--- src/rtl/sc_mult_seq_pkg.sv ---
// Shared types and helpers for the multi-channel start/done sequencer and its arbiters.
package sc_mult_seq_pkg;

  typedef enum logic [1:0] {
    ST_IDLE  = 2'd0,
    ST_START = 2'd1,
    ST_CHECK = 2'd2,
    ST_GAP   = 2'd3
  } state_e;

  localparam int unsigned ERRW = 8;

  function automatic int unsigned clog2(input int unsigned n);
    int unsigned r;
    r = 0;
    for (int unsigned v = n - 1; v > 0; v = v >> 1) r++;
    return r;
  endfunction

endpackage

--- src/rtl/sc_roundrobin_pick.sv ---
// Combinational round-robin picker: first set mask bit strictly above cur_i, wrapping to bit 0.
module sc_roundrobin_pick #(
  parameter int unsigned N  = 4,
  parameter int unsigned IW = 2
) (
  input  logic [N-1:0]  mask_i,
  input  logic [IW-1:0] cur_i,
  output logic [IW-1:0] nxt_o,
  output logic          valid_o
);

  logic [IW-1:0] above_idx;
  logic [IW-1:0] wrap_idx;
  logic          above_vld;

  // wrap_idx ends up as the lowest set bit, so a lone bit equal to cur_i re-selects itself.
  always_comb begin
    above_idx = '0;
    wrap_idx  = '0;
    above_vld = 1'b0;
    valid_o   = 1'b0;
    for (int unsigned i = 0; i < N; i++) begin
      if (mask_i[i]) begin
        if (!valid_o) begin
          wrap_idx = IW'(i);
          valid_o  = 1'b1;
        end
        if (!above_vld && (i > 32'(cur_i))) begin
          above_idx = IW'(i);
          above_vld = 1'b1;
        end
      end
    end
    nxt_o = above_vld ? above_idx : wrap_idx;
  end

endmodule

--- src/rtl/sc_statemachine_mult_seq.sv ---
// Round-robin start/done sequencer for a bank of sequential multipliers,
// with per-operation watchdog, saturating timeout count and optional idle gap.
module sc_statemachine_mult_seq
  import sc_mult_seq_pkg::*;
#(
  parameter int unsigned NCH     = 4,
  parameter int unsigned CW      = 16,
  parameter int unsigned TIMEOUT = 1000,
  parameter int unsigned GAP     = 0
) (
  input  logic                   SC_STATEMACHINE_MULT_SEQ_CLOCK_50,
  input  logic                   SC_STATEMACHINE_MULT_SEQ_RESET_InHigh,
  input  logic                   SC_STATEMACHINE_MULT_SEQ_enable_InHigh,
  input  logic [NCH-1:0]         SC_STATEMACHINE_MULT_SEQ_chmask_In,
  input  logic [NCH-1:0]         SC_STATEMACHINE_MULT_SEQ_done_InHigh,
  output logic [NCH-1:0]         SC_STATEMACHINE_MULT_SEQ_start_Out,
  output logic [clog2(NCH)-1:0]  SC_STATEMACHINE_MULT_SEQ_chsel_Out,
  output logic                   SC_STATEMACHINE_MULT_SEQ_busy_Out,
  output logic                   SC_STATEMACHINE_MULT_SEQ_timeout_Out,
  output logic [ERRW-1:0]        SC_STATEMACHINE_MULT_SEQ_errcount_Out
);

  localparam int unsigned   CHW      = clog2(NCH);
  localparam logic [CW-1:0] TO_LAST  = CW'(TIMEOUT - 1);
  localparam logic [CW-1:0] GAP_LAST = CW'(GAP - 1);

  state_e          state_q, state_d;
  logic [CHW-1:0]  chsel_q, chsel_d;
  logic [CW-1:0]   cnt_q, cnt_d;
  logic [ERRW-1:0] err_q, err_d;
  logic            tmo_q, tmo_d;
  logic [CHW-1:0]  pick_idx;
  logic            pick_vld;
  logic            done_cur;
  logic            go_next;

  sc_roundrobin_pick #(
    .N  (NCH),
    .IW (CHW)
  ) u_pick (
    .mask_i  (SC_STATEMACHINE_MULT_SEQ_chmask_In),
    .cur_i   (chsel_q),
    .nxt_o   (pick_idx),
    .valid_o (pick_vld)
  );

  assign done_cur = SC_STATEMACHINE_MULT_SEQ_done_InHigh[chsel_q];

  always_comb begin
    state_d = state_q;
    chsel_d = chsel_q;
    cnt_d   = cnt_q;
    err_d   = err_q;
    tmo_d   = 1'b0;
    go_next = 1'b0;
    case (state_q)
      ST_IDLE:  go_next = 1'b1;
      ST_START: begin
        state_d = ST_CHECK;
        cnt_d   = '0;
      end
      ST_CHECK: begin
        if (done_cur || (cnt_q == TO_LAST)) begin
          // done on the last watchdog cycle takes priority over the timeout
          if (!done_cur) begin
            tmo_d = 1'b1;
            if (err_q != '1) err_d = err_q + 1'b1;
          end
          if (GAP > 0) begin
            state_d = ST_GAP;
            cnt_d   = '0;
          end else begin
            go_next = 1'b1;
          end
        end else begin
          cnt_d = cnt_q + 1'b1;
        end
      end
      ST_GAP: begin
        if (cnt_q == GAP_LAST) go_next = 1'b1;
        else                   cnt_d   = cnt_q + 1'b1;
      end
      default: state_d = ST_IDLE;
    endcase
    // IDLE, CHECK exit and GAP end share one selection step: enable/mask are only sampled here.
    if (go_next) begin
      if (SC_STATEMACHINE_MULT_SEQ_enable_InHigh && pick_vld) begin
        state_d = ST_START;
        chsel_d = pick_idx;
      end else begin
        state_d = ST_IDLE;
      end
    end
  end

  always_ff @(posedge SC_STATEMACHINE_MULT_SEQ_CLOCK_50 or posedge SC_STATEMACHINE_MULT_SEQ_RESET_InHigh) begin
    if (SC_STATEMACHINE_MULT_SEQ_RESET_InHigh) begin
      state_q <= ST_IDLE;
      chsel_q <= CHW'(NCH - 1);
      cnt_q   <= '0;
      err_q   <= '0;
      tmo_q   <= 1'b0;
    end else begin
      state_q <= state_d;
      chsel_q <= chsel_d;
      cnt_q   <= cnt_d;
      err_q   <= err_d;
      tmo_q   <= tmo_d;
    end
  end

  always_comb begin
    SC_STATEMACHINE_MULT_SEQ_start_Out = '0;
    if (state_q == ST_START) SC_STATEMACHINE_MULT_SEQ_start_Out = NCH'(1) << chsel_q;
    SC_STATEMACHINE_MULT_SEQ_chsel_Out    = chsel_q;
    SC_STATEMACHINE_MULT_SEQ_busy_Out     = (state_q != ST_IDLE);
    SC_STATEMACHINE_MULT_SEQ_timeout_Out  = tmo_q;
    SC_STATEMACHINE_MULT_SEQ_errcount_Out = err_q;
  end

endmodule
--- config.mk ---
export PLATFORM = sky130hd
export DESIGN_NAME = sc_statemachine_mult_seq
export DESIGN_NICKNAME = d
export VERILOG_FILES = /design/src/rtl/sc_mult_seq_pkg.sv /design/src/rtl/sc_roundrobin_pick.sv /design/src/rtl/sc_statemachine_mult_seq.sv
export SDC_FILE = /design/constraint.sdc
export NUM_CORES = 1
export LEC_CHECK = 0
export CORE_ASPECT_RATIO = 0.7
export CORE_MARGIN = 8
export CORE_UTILIZATION = 49
export CTS_CLUSTER_SIZE = 10
export DETAILED_ROUTE_END_ITERATION = 6
export PLACE_DENSITY_LB_ADDON = 0.12
export SLEW_MARGIN = 10
export SYNTH_ARGS = -nofsm -noshare
export SYNTH_HDL_FRONTEND = slang
export SYNTH_HIERARCHICAL = 1
export SYNTH_SLANG_ARGS = --single-unit
export TNS_END_PERCENT = 10
--- constraint.sdc ---
create_clock -name SC_STATEMACHINE_MULT_SEQ_CLOCK_50 -period 4 [get_ports SC_STATEMACHINE_MULT_SEQ_CLOCK_50]
set_input_delay 0.8 -clock SC_STATEMACHINE_MULT_SEQ_CLOCK_50 [delete_from_list [all_inputs] [get_ports SC_STATEMACHINE_MULT_SEQ_CLOCK_50]]
set_output_delay 0.8 -clock SC_STATEMACHINE_MULT_SEQ_CLOCK_50 [all_outputs]
set_load 0.02 [all_outputs]
* Word level (Yosys, flattened, before mapping)
Index checks and enable logic that the tools add are counted.
** Word-level totals
- Register bits after elaboration :: 29
- Bits in latches :: 0
- Memory bits (writable) :: 0
- Bits in read-only memories :: 0
- Bits of input ports :: 11
- Logic and storage cells :: 72
- Memories kept :: 0
** Operators by class
- $add $sub $neg :: 2
- Multiply operators :: 0
- Div/mod/pow operators :: 0
- Magnitude comparators :: 4
- Equality and inequality tests :: 8
- Shift operators :: 1
- Mux-type cells :: 38
- Bitwise logic cells :: 1
- Reductions and logical operators :: 13
** Operators with widths (count)
- $pmux 16 s3 :: 1
- $mux 16 :: 2
- $mux 2 :: 13
- $mux 1 :: 19
- $add 16x1->16 const B :: 1
- $eq 16x10->1 const B :: 1
- $eq 16x16->1 const B :: 1
- $add 8x1->8 const B :: 1
- $ne 8x8->1 const B :: 1
- $eq 2x2->1 const B :: 2
- $gt 2x2->1 const A :: 2
- $mux 4 :: 1
- $ne 2x2->1 const B :: 2
- $reduce_and 4->1 :: 1
- $reduce_bool 2->1 :: 2
- $shl 1x2->4 const A :: 1
- $logic_and 1x1->1 :: 3
- $lt 2x3->1 const B :: 1
- $pmux 1 s3 :: 1
- $reduce_and 3->1 :: 1
- $reduce_bool 3->1 :: 1
- $bmux 1 s2 :: 1
- $eq 2x1->1 const B :: 1
- $gt 1x2->1 const A :: 1
- 5 further kinds :: 6

* Longest topological paths before layout
- Depth in word-level cells :: 12
- Depth in mapped cells :: 9

* By module
The synthesis kept the hierarchy.
** Modules (own cells, without submodules)
- sc_statemachine_mult_seq :: times used 1, cells an instance 163, area each 1570.3 um^2, seq. area each 728.2 um^2
- sc_roundrobin_pick :: times used 1, cells an instance 14, area each 86.3 um^2, seq. area each 0.0 um^2

* Worst setup path before layout
OpenSTA, ideal clock, no wires.
- Path type :: in2reg
- Start point :: input port SC_STATEMACHINE_MULT_SEQ_done_InHigh[3]
- End point :: register chsel_q[0] (netlist: SC_STATEMACHINE_MULT_SEQ_chsel_Out[0])
- Setup time :: 82 ps
- Arrival time :: 2404 ps
- Data required time :: 3918 ps
- Setup slack :: 1514 ps
- Cell stages on the path :: 7
- Buffers on the path :: 1
- Path through :: mux4_2 > inv_2 > a21oi_1 > or3_1 > buf_4 > and3_4 > mux2_4
** On the way
- Word-level cells in the longest chain between the ends :: 6
** Ends and longest elaborated chain
- from (decl) :: line sc_statemachine_mult_seq.sv:15 : input logic [NCH-1:0] SC_STATEMACHINE_MULT_SEQ_done_InHigh,
- $bmux 1 s2 :: line sc_statemachine_mult_seq.sv:47 : assign done_cur = SC_STATEMACHINE_MULT_SEQ_done_InHigh[chsel_q];
- $mux 1 (not written as such) :: line sc_statemachine_mult_seq.sv:47
- $logic_or 1x1->1 :: line sc_statemachine_mult_seq.sv:63 : if (done_cur || (cnt_q == TO_LAST)) begin
- $mux 1 :: line sc_statemachine_mult_seq.sv:63
- $pmux 1 s3 :: line sc_statemachine_mult_seq.sv:56 : case (state_q)
- $reduce_and 2->1 (no line)
- to (signal assigned) :: line sc_statemachine_mult_seq.sv:99 : chsel_q <= CHW'(NCH - 1);
- to (signal assigned) :: line sc_statemachine_mult_seq.sv:105 : chsel_q <= chsel_d;
- to (decl) :: line sc_statemachine_mult_seq.sv:28 : logic [CHW-1:0] chsel_q, chsel_d;
No other way between the ends. The select of a mux whose other input is x is not followed.
A chain may end at the register's enable or synchronous reset.

* Final worst setup path
- Start point :: input port SC_STATEMACHINE_MULT_SEQ_done_InHigh[3]
- End point :: register chsel_q[1] (netlist: SC_STATEMACHINE_MULT_SEQ_chsel_Out[1])
Same word-level chain as after synthesis.

==> impl_summary.md <==
Clock tree
For the worst-skew pair, the clock arrives at the later sink with an insertion delay of 0.28 ns. No sink is reached through more buffers than the 2 on the longest clock path. The tree is rooted in a sky130_fd_sc_hd__clkbuf_8. The buffers inserted during post-CTS setup optimization is 0. After clock tree synthesis, the clock-pin slew on the worst setup and hold paths is 0.06 ns.

Gates resized during post-CTS repair numbered 0. The total CTS buffers is 5. The post-cts hold buffer count is 0. Counting every sink on the clock net gives 29. The TritonCTS clock tree is yes. In this run the number of H-tree levels came out at 2.

Global routing
The total global routing track utilization is 15.02%. Entering global routing, the biggest net connects 30 pins. The total congestion overflow after global routing is 0. The global-route wire length before repair is 6561 um.

The number of global-route vias before repair is 1,403. The number of antenna violations at the first check in global routing is 0.

Detailed routing
For this run, design rule violations remaining after detail routing come to 0. The highest metal layer carrying signal wires in the routed design is met3. In this run, the number of DRC markers left after iteration 0 of detailed routing was ~110. Across all layers, the routed design uses around 1,400 vias.

The detail route stage leaves a number of antenna-violating nets equal to 0. The routed wire length is ~4000 um. After detailed routing, the average wire length per cell comes to 16.18 um. Before antenna repair, the detailed router went through 4 iterations. After detailed routing, the number of vias per cell comes to 5.812. The routed length on met2 is 1802 um.

Wire segments on met3 add up to 338 um in the final route. The wire length on met1 is 1822 um.

Synth
By count the netlist is led by sky130_fd_sc_hd__dfrtp_1 (27), sky130_fd_sc_hd__nand2_1 (19), sky130_fd_sc_hd__a21oi_1 (15), sky130_fd_sc_hd__nor2_1 (14), sky130_fd_sc_hd__nand3_1 (12). The mapped netlist covers 0.001657 mm^2. For this run, asynchronously set or reset flops after synthesis account for between 90% and 100%.

The number of distinct library cells after synthesis is 45. The area share of the largest cell type after synthesis is 40.79%. Synthesis handed over a netlist of 177 instances. By area the synthesized netlist is led by sky130_fd_sc_hd__dfrtp_1 (41%), sky130_fd_sc_hd__a21oi_1 (4.5%), sky130_fd_sc_hd__nand2_1 (4.3%).

The number of warning messages in the yosys log is 6. The cell type with the highest aggregate area in the netlist is sky130_fd_sc_hd__dfrtp_1. A synthesized cell averages 9.359 um^2. The leading cell type by number of instances after synthesis is sky130_fd_sc_hd__dfrtp_1.

Synthesis inferred 29 register bits. The top flip-flop cell by instance count after synthesis is sky130_fd_sc_hd__dfrtp_1. Synthesis produced a netlist with a net count of 190. After synthesis, flip-flops and latches occupy 43.96% of the total area. The number of enable-type register cells in the synthesized netlist is 0.

Power and ir drop
VDD sags by at most 0.3448 mV. The analysis attributes to net switching a power of 0.4002 mW. Net switching is between 30% and 40% of the power. The clock network fraction of total power is 22.6%.

The reported leakage power is between 0.8 and 0.9 nW. The power density over the cells is 517.3 mW/mm^2. After layout, the design draws a total of 1.054 mW. Sequential cells account for 40.0% of the total power.

The internal power of the cells totals 0.6536 mW. Of the total power, combinational logic draws 37.4%.

Die
In this run the core area contains 17 standard-cell rows. In this run the vertical extent of the chip is roughly 65 um. The floorplan step defined a die boundary enclosing 0.005527 mm^2.

The floorplan step defined a core boundary enclosing 0.003191 mm^2. Pin placement for this block handled 27 I/O pins. The effective utilization at floorplan is 51.92%. In this run the horizontal extent of the chip is 85.50 um.

Worst setup path
The worst setup path is of the primary input to register kind. The highest fanout seen on the critical path is 10. The kind of end point of the critical path is a register. The type of origin of the critical path is a primary input.

STA puts the critical path data arrival time at between 2 and 3 ns. Data on the critical path is required at its endpoint by ~4.2 ns.

Layout
The count of placed standard cells in the final layout, fillers left out is 245. The post-route netlist has 11.59% of its cells at a drive strength greater than 1. The end-of-flow core utilization is 63.84%.

In the final design database the tool counted 220 nets. The cell area after layout is 0.002037 mm^2. The number of filler instances in the final layout is around 270. The number of antenna diodes in the final layout is 0. The area growth from synthesis to layout is 22.96%.

Timing
The hold violation total from the final report is 0. The setup skew after layout is around 0.0052 ns. Of the available clock period, the critical path in the final layout requires between 60% and 70%. Setup repair after global routing left no endpoint under its margin. The minimum clock period is about 2.8 ns. The final-report max-slew violation count is 0. Setup violations remaining at the end of the flow were counted as 0. Headroom to the max-slew limit came out at 34.10%.

The tightest hold path in the finished design has a slack of 0.5287 ns. The timing-limited maximum frequency is 0.3594 GHz. The slew at the pin closest to its max-slew limit is between 0.9 and 1 ns. In the post-route analysis, the smallest setup slack over all paths is 1.217 ns. The setup total negative slack is 0 ns.

Run
Max-cap violations in this run came to 0.

Place
After legalization and detailed placement, the total HPWL measured around 3000 um. The congestion estimate from routability-driven global placement came to 0.9054. The post-place setup slack is 0.9266 ns. The count of placed standard cells including taps is 238. The number of buffers added on ports is 26. The post-placement cell area is 0.001951 mm^2.

Status
The flow ran to the end, and the final reports show no timing, DRC or antenna violations.

Hold path
The classification of the worst-slack hold path is register to register.
state kept, by name, indices dropped and copies added (netlist names):
register and flops:
SC_STATEMACHINE_MULT_SEQ_chsel_Out 2, SC_STATEMACHINE_MULT_SEQ_errcount_Out 8, SC_STATEMACHINE_MULT_SEQ_timeout_Out 1, cnt_q 16
state_q 2
logic make-up after synthesis:
family          count (synthesis)  synth area share [%]
xor+xnor                        6                 3.173
flops                          29                 43.96
compound gates                 36                 13.44
simple gates                   85                 29.15
fa+ha+maj                       2                 1.510
mux                             7                 5.665
buf+inv                        12                 3.097
routing by layer:
| layer | vias to the layer above | global-route usage [%] |
|---|---|---|
| li1 | 706 | - |
| met1 | 670 | 18.84 |
| met2 | 48 | 23.24 |
| met3 | 0 | 6.164 |
| met4 | 0 | 4.348 |
| met5 | - | 0 |
worst paths after layout:
kind	slack [ns]	depth (start not counted)	startpoint	to
worst min-delay path	0.53	1	SC_STATEMACHINE_MULT_SEQ_errcount_Out[0]$_DFFE_PP0P_	SC_STATEMACHINE_MULT_SEQ_errcount_Out[0]$_DFFE_PP0P_
max in group asynchronous	2.61	2	SC_STATEMACHINE_MULT_SEQ_RESET_InHigh	state_q[0]$_DFFE_PP0P_
min in group asynchronous	0.93	2	SC_STATEMACHINE_MULT_SEQ_RESET_InHigh	SC_STATEMACHINE_MULT_SEQ_errcount_Out[2]$_DFFE_PP0P_
worst min register to register	0.53	1	SC_STATEMACHINE_MULT_SEQ_errcount_Out[0]$_DFFE_PP0P_	SC_STATEMACHINE_MULT_SEQ_errcount_Out[0]$_DFFE_PP0P_
worst max register to register	1.40	6	cnt_q[13]$_DFFE_PP0P_	SC_STATEMACHINE_MULT_SEQ_chsel_Out[1]$_DFFE_PP1P_
worst max-delay path	1.22	7	SC_STATEMACHINE_MULT_SEQ_done_InHigh[3]	SC_STATEMACHINE_MULT_SEQ_chsel_Out[1]$_DFFE_PP1P_
layout make-up:
cell class                      count  area (um^2)  area share [%]
Clock buffer                        7        86.33           4.238
Inverter                            8        30.03           1.474
Multi-Input combinational cell    136        877.1           43.06
Sequential cell                    29        728.2           35.75
Tap cell                           38        47.55           2.334
Timing Repair Buffer               27        267.8           13.14
placed cells by master, fill, tap and decap left out, types with 3 or more instances in the layout:
cell type / instances
sky130_fd_sc_hd__a21oi_1: 15
sky130_fd_sc_hd__a31oi_1: 4
sky130_fd_sc_hd__and3_1: 4
sky130_fd_sc_hd__clkbuf_8: 6
sky130_fd_sc_hd__clkdlybuf4s50_1: 26
sky130_fd_sc_hd__dfrtp_1: 27
sky130_fd_sc_hd__inv_1: 5
sky130_fd_sc_hd__mux2i_1: 3
sky130_fd_sc_hd__nand2_1: 19
sky130_fd_sc_hd__nand2b_1: 4
sky130_fd_sc_hd__nand3_1: 12
sky130_fd_sc_hd__nand4_1: 5
sky130_fd_sc_hd__nor2_1: 14
sky130_fd_sc_hd__nor2b_1: 3
sky130_fd_sc_hd__nor4b_1: 3
sky130_fd_sc_hd__o21ai_0: 8
sky130_fd_sc_hd__or3_1: 4
sky130_fd_sc_hd__xnor2_1: 3
sky130_fd_sc_hd__xor2_1: 3
critical path, stage by stage:
cell,delay (ns)
sky130_fd_sc_hd__clkdlybuf4s50_1,0.39
sky130_fd_sc_hd__mux4_2,0.52
sky130_fd_sc_hd__inv_2,0.08
sky130_fd_sc_hd__a21oi_1,0.06
sky130_fd_sc_hd__or3_1,0.56
sky130_fd_sc_hd__and3_4,0.28
sky130_fd_sc_hd__mux2_4,0.29
power groups by stage:
stage	Combinational [mW]	Sequential, mW	Clock, mW
after detailed placement	0.392	0.426	0
final	0.394	0.422	0.238
after global placement	0.382	0.419	0
after CTS	0.395	0.421	0.244
after floorplan	0.282	0.404	0
after global routing	0.427	0.431	0.257
(Power assumes the default switching activity.)
==> RTL change 1 (same settings) <==
Re-encode `state_e` (4 states) as one-hot, 4 bits wide.
--- a/src/rtl/sc_mult_seq_pkg.sv
+++ b/src/rtl/sc_mult_seq_pkg.sv
@@ -3,7 +3,7 @@
 
-  typedef enum logic [1:0] {
-    ST_IDLE  = 2'd0,
-    ST_START = 2'd1,
-    ST_CHECK = 2'd2,
-    ST_GAP   = 2'd3
+  typedef enum logic [3:0] {
+    ST_IDLE  = 4'b0001,
+    ST_START = 4'b0010,
+    ST_CHECK = 4'b0100,
+    ST_GAP   = 4'b1000
   } state_e;
Check against the original RTL: same outputs for any inputs over 10 cycles, from zero or initial values and one cycle with SC_STATEMACHINE_MULT_SEQ_RESET_InHigh high; not proved beyond that.
==> RTL change 1 against the original RTL <==
  * Final area is 3.2% higher
  * Sequential cell count is 1 higher
  * Routed wire length is 4.4% higher
  * Worst setup slack worse by 150 ps
  * Maximum frequency is 5.0% lower
  * Utilization is 2.8 points lower
  * Area after synthesis is 3.4% higher
  * Total power is 5.7% higher
  * Clock skew is 2.7 ps higher
  * Final cell count is 8.6% higher
==> RTL change 1: results (changes against the original RTL) <==
Cells and area
  • Clk tree area frac: 0.0506 (+0.00821)
  • FF+latch area: 754 um2 (+3.6%)
  • Fin util: 0.610 (-0.0284)
  • Fill cells: 312 (+15%)
  • Nets: 228 (+3.6%)
  • Ratio of cells with drive above 1 in the final layout: 0.0694 (-0.0465)
  • #MultiIn Comb: 147 (+8.1%)
  • Final std cells w/o fill: 266 (+8.6%)
  • Non-clk invs: 4 (-4)

Placed design
  • Final GP Congestion: 0.799 (-12%)
  • HPWL after DPL: 3070 um (+2.6%)
  • DP Cell Count: 258 (+8.4%)
  • Placement Cell Area: 2000 um2 (+2.3%)

Global route
  • GRT Overall Usage: 0.161 (+0.0110)
  • Vias in the first global route: 1431 (+2.0%)
  • Global-route wire length before repair: 7040 um (+7.4%)
  • Met1 Use GR: 0.217 (+0.0287)
  • Met3 Track Usage GR: 0.0573 (-0.00435)
  • Global-route met2 utilization: 0.225 (-0.00733)
  • Largest net degree at the start of global routing: 25 (-17%)

Yosys
  • Sequential area share after synthesis: 0.440 (+0.000890)
  • Post-synth top cells: 27 x dfrtp_1, 23 x nand2_1, 14 x nand3_1, 13 x o21ai_0, 12 x nor2_1
  • Syn Area/Cell: 8.97 um2 (-4.2%)
  • Syn_nets: 204 (+7.4%)
  • Synth Area in Compound Gates: 0.144 (+0.00946)
  • Yosys cell types: 39 (-13%)
  • Post-synthesis mux area share: 0.0548 (-0.00186)
  • Synth Area in Adders: 0.0146 (-0.000497)
  • Post-synthesis xor/xnor area fraction: 0.0256 (-0.00616)
  • Synth area leaders: dfrtp_1 39%, nand2_1 5.0%, dfstp_2 4.6%

Hold path
  • Hold path startpoint: cnt_q[15]

Clocking
  • Sink Count: 30 (+3.4%)

Worst setup path
  • Slowest cell delay on critical path: 680 ps (+120 ps)
  • Crit path DAT: 3140 ps (+150 ps)
  • CP max-delay cell: or4_1

Outcome
  • Status: completed

Power and ir drop
  • Leak pwr: 0.000823 uW (-5.6%)
  • Peak VDD IR: 0.000240 V (-30%)

Timing
  • Setup Skew: 7.95 ps (+2.73 ps)
  • Worst Tran Pin Value: 920 ps (-62.0 ps)

Drt
  • Vias: 1540 (+8.1%)
  • Max Used Layer: met4
  • Wl on met1: 2030 um (+11%)
  • WL met2: 1720 um (-4.3%)
  • Met3 WL post-DR: 325 um (-3.8%)

Floorplanning
  • Row count: 18 (+1)
## RTL change 1: changes by cell type in the layout (fill, tap and decap cells not counted), moves of 3 or more
cell     before  now
nand2_1      19   23
nor3_1        2    6
o31ai_1       0    3
mux2i_1       3    6
nor4_1        2    5
or4_1         1    4
o21ai_0       8   13
a31oi_1       4    7
or3_1         4    7
a21oi_1      15   10
## RTL change 1: final timing paths
kind                       slack, ps  cells past startpoint                                       end
setup / recovery                1070                      5                                 cnt_q[14]
hold / removal                   500                      1                                 cnt_q[15]
setup reg to reg                1280                      4                                 cnt_q[14]
hold reg to reg                  500                      1                                 cnt_q[15]
max in group asynchronous       2330                      3                                 cnt_q[13]
min in group asynchronous       1010                      2  SC_STATEMACHINE_MULT_SEQ_errcount_Out[4]
## RTL change 1: power groups by stage
stage                     clock (uW)  combinational (uW)  sequential [uW]
final                            295                 314              505
after global routing             314                 360              524
after CTS                        302                 318              504
after detailed placement           0                 318              509
after global placement             0                 304              503
after floorplan                    0                 244              480
==> RTL change 2 (same settings) <==
Made on the original files. Set the package constant `ERRW` to 9 (it was 8).
--- a/src/rtl/sc_mult_seq_pkg.sv
+++ b/src/rtl/sc_mult_seq_pkg.sv
@@ -10,3 +10,3 @@
 
-  localparam int unsigned ERRW = 8;
+  localparam int unsigned ERRW = 9;
 
Ports: changed (resized SC_STATEMACHINE_MULT_SEQ_errcount_Out); port bits go from 27 to 28. The function was not compared with the original's and may differ.
==> RTL change 2 against the original RTL <==
  * Area after synthesis grew 6.9%
  * Highest routed layer is now met4
  * Final area grew 6.6%
  * Global-route usage grew 2.8 points
  * Routed wire length grew 18%
  * Critical path type is now reg -> out
  * Sequential cell count grew 1
  * Total power grew 6.2%
  * Worst setup slack lost 150 ps
  * Final cell count grew 10%
==> RTL change 2: results (changes against the original RTL) <==
Outcome
  • Status: completed

Cells and area
  • Fill cells: 313 (+15%)
  • Ratio of cells with drive above 1 in the final layout: 0.100 (-0.0159)
  • Max FFs per register: 16 (unchanged)
  • Nets: 233 (+5.9%)

Power and ir drop
  • Peak VDD IR: 0.000293 V (-15%)
  • Leak pwr: 0.000923 uW (+5.8%)
  • Switching share of power: 0.399 (+0.0197)

Yosys
  • Sequential area share after synthesis: 0.425 (-0.0141)
  • Syn_nets: 204 (+7.4%)
  • Yosys cell types: 48 (+6.7%)
  • Synth area leaders: dfrtp_1 40%, nand4_1 3.9%, nand2_1 3.4%
  • Post-synth top cells: 28 x dfrtp_1, 16 x nand2_1, 16 x nor2_1, 11 x nand4_1, 10 x nand3_1

Hold path
  • Hold EP: SC_STATEMACHINE_MULT_SEQ_errcount_Out[7]
  • Hold path startpoint: SC_STATEMACHINE_MULT_SEQ_errcount_Out[7]

Worst setup path
  • Origin of the critical flop-to-flop path: cnt_q[0]
  • Reg2Reg Capture Point: cnt_q[13]
  • R2R Setup Slk: 1120 ps (-280 ps)
  • Crit path DAT: 2130 ps (-860 ps)
  • R2R cell count: 7 (+1)

Placed design
  • I/O Buffers: 27 (+3.8%)
  • Placement Cell Area: 2080 um2 (+6.7%)
  • Final GP Congestion: 0.934 (+3.1%)
  • HPWL after DPL: 3480 um (+17%)

Drt
  • DR vias/cell: 6.04 (+3.9%)
  • DR pass1 iterations: 4 (unchanged)
  • Avg WL per Cell: 17.4 um (+7.3%)
  • Initial DRC count: 166 (+54%)

Timing
  • Setup Skew: 4.14 ps (-1.08 ps)
  • Fin Hold WS: 497 ps (-31.7 ps)
  • Worst Tran Pin Value: 762 ps (-220 ps)

Clocking
  • Clock Tree Root: clkbuf_8
  • Clock Path Buffers: 2 (unchanged)
  • Htree depth: 2 (unchanged)
  • Hold buffers post-CTS: 0 (unchanged)
  • Worst-Skew Late Latency: 290 ps

Global route
  • GRT Overall Usage: 0.179 (+0.0284)
  • Vias in the first global route: 1564 (+11%)
  • Global-route wire length before repair: 7970 um (+21%)
  • Largest net degree at the start of global routing: 31 (+3.3%)
==> RTL change 2: cell count changes after synthesis, sizes merged, moves of 3 or more <==
cell,before,now
nand4,6,11
clkbuf,1,5
a211oi,0,3
a21oi,15,9
a21o,1,5
nor4,3,6
o21ai,8,1
nand2,19,16
==> RTL change 2: kinds of logic (layout without fill, tap and decap cells) <==
family / after synthesis / in the layout / synth area share
flip-flops: 30 / 30 / 0.425
AND/OR/NAND/NOR: 86 / 86 / 0.264
multiplexers: 7 / 7 / 0.0495
adder cells (fa/ha/maj): 3 / 3 / 0.0212
AO/OA/AOI/OAI: 39 / 39 / 0.160
XOR/XNOR: 8 / 8 / 0.0396
buffers and inverters: 17 / 47 / 0.0403
==> RTL change 2: layer usage <==
metal,GRT usage,share of wire,vias to the layer above
met3,0.0471,0.074,10
met4,0.0853,0.019,0
li1,-,-,775
met1,0.238,0.46,794
met2,0.262,0.45,52
met5,0,0,-
==> RTL change 2: power by group through the flow <==
| stage | Clock [uW] | Sequential, uW | Combinational [uW] |
|---|---|---|---|
| final | 252 | 426 | 441 |
| after global routing | 275 | 437 | 484 |
| after CTS | 258 | 426 | 442 |
| after detailed placement | 0 | 431 | 439 |
| after global placement | 0 | 431 | 430 |
| after floorplan | 0 | 414 | 309 |
==> RTL change 2: final cells by class <==
class	instances	area (um2)	share of cell area
well taps	50	62.6	0.0288
repair buffers	28	278	0.128
multi-input cells	143	946	0.435
clock inverters	1	5.00	0.00230
inverters	11	41.3	0.0190
flip-flops and latches	30	753	0.347
clock buffers	7	86.3	0.0397
==> RTL change 2: per-stage QoR <==
| stage | std cells | setup WS [ps] | util |
|---|---|---|---|
| finish | 270 | 1070 | 0.622 |
| global route | 270 | 892 | 0.622 |
| CTS | 270 | 1080 | 0.622 |
| detailed placement | 262 | 925 | 0.596 |
| global placement | 262 | 957 | 0.596 |
| floorplan | 190 | 1540 | - |
==> RTL change 2: worst max path at each step <==
stage                                                  from                                    end  slack (ps)  cells after the start
floorplan           SC_STATEMACHINE_MULT_SEQ_done_InHigh[3]                              cnt_q[13]        1540                      5
global placement    SC_STATEMACHINE_MULT_SEQ_done_InHigh[3]                              cnt_q[13]         960                      6
detailed placement  SC_STATEMACHINE_MULT_SEQ_done_InHigh[2]                              cnt_q[13]         930                      6
CTS                                                cnt_q[0]                              cnt_q[13]        1080                      7
global route                                       cnt_q[0]                              cnt_q[13]         890                      7
finish                                           state_q[0]  SC_STATEMACHINE_MULT_SEQ_start_Out[2]        1070                      3
==> RTL change 2: critical path: stages (launching register included) <==
cell             delay [ps]
dfrtp_1                 450
clkinv_1                300
nor4b_1                 410
clkdlybuf4s50_1         670
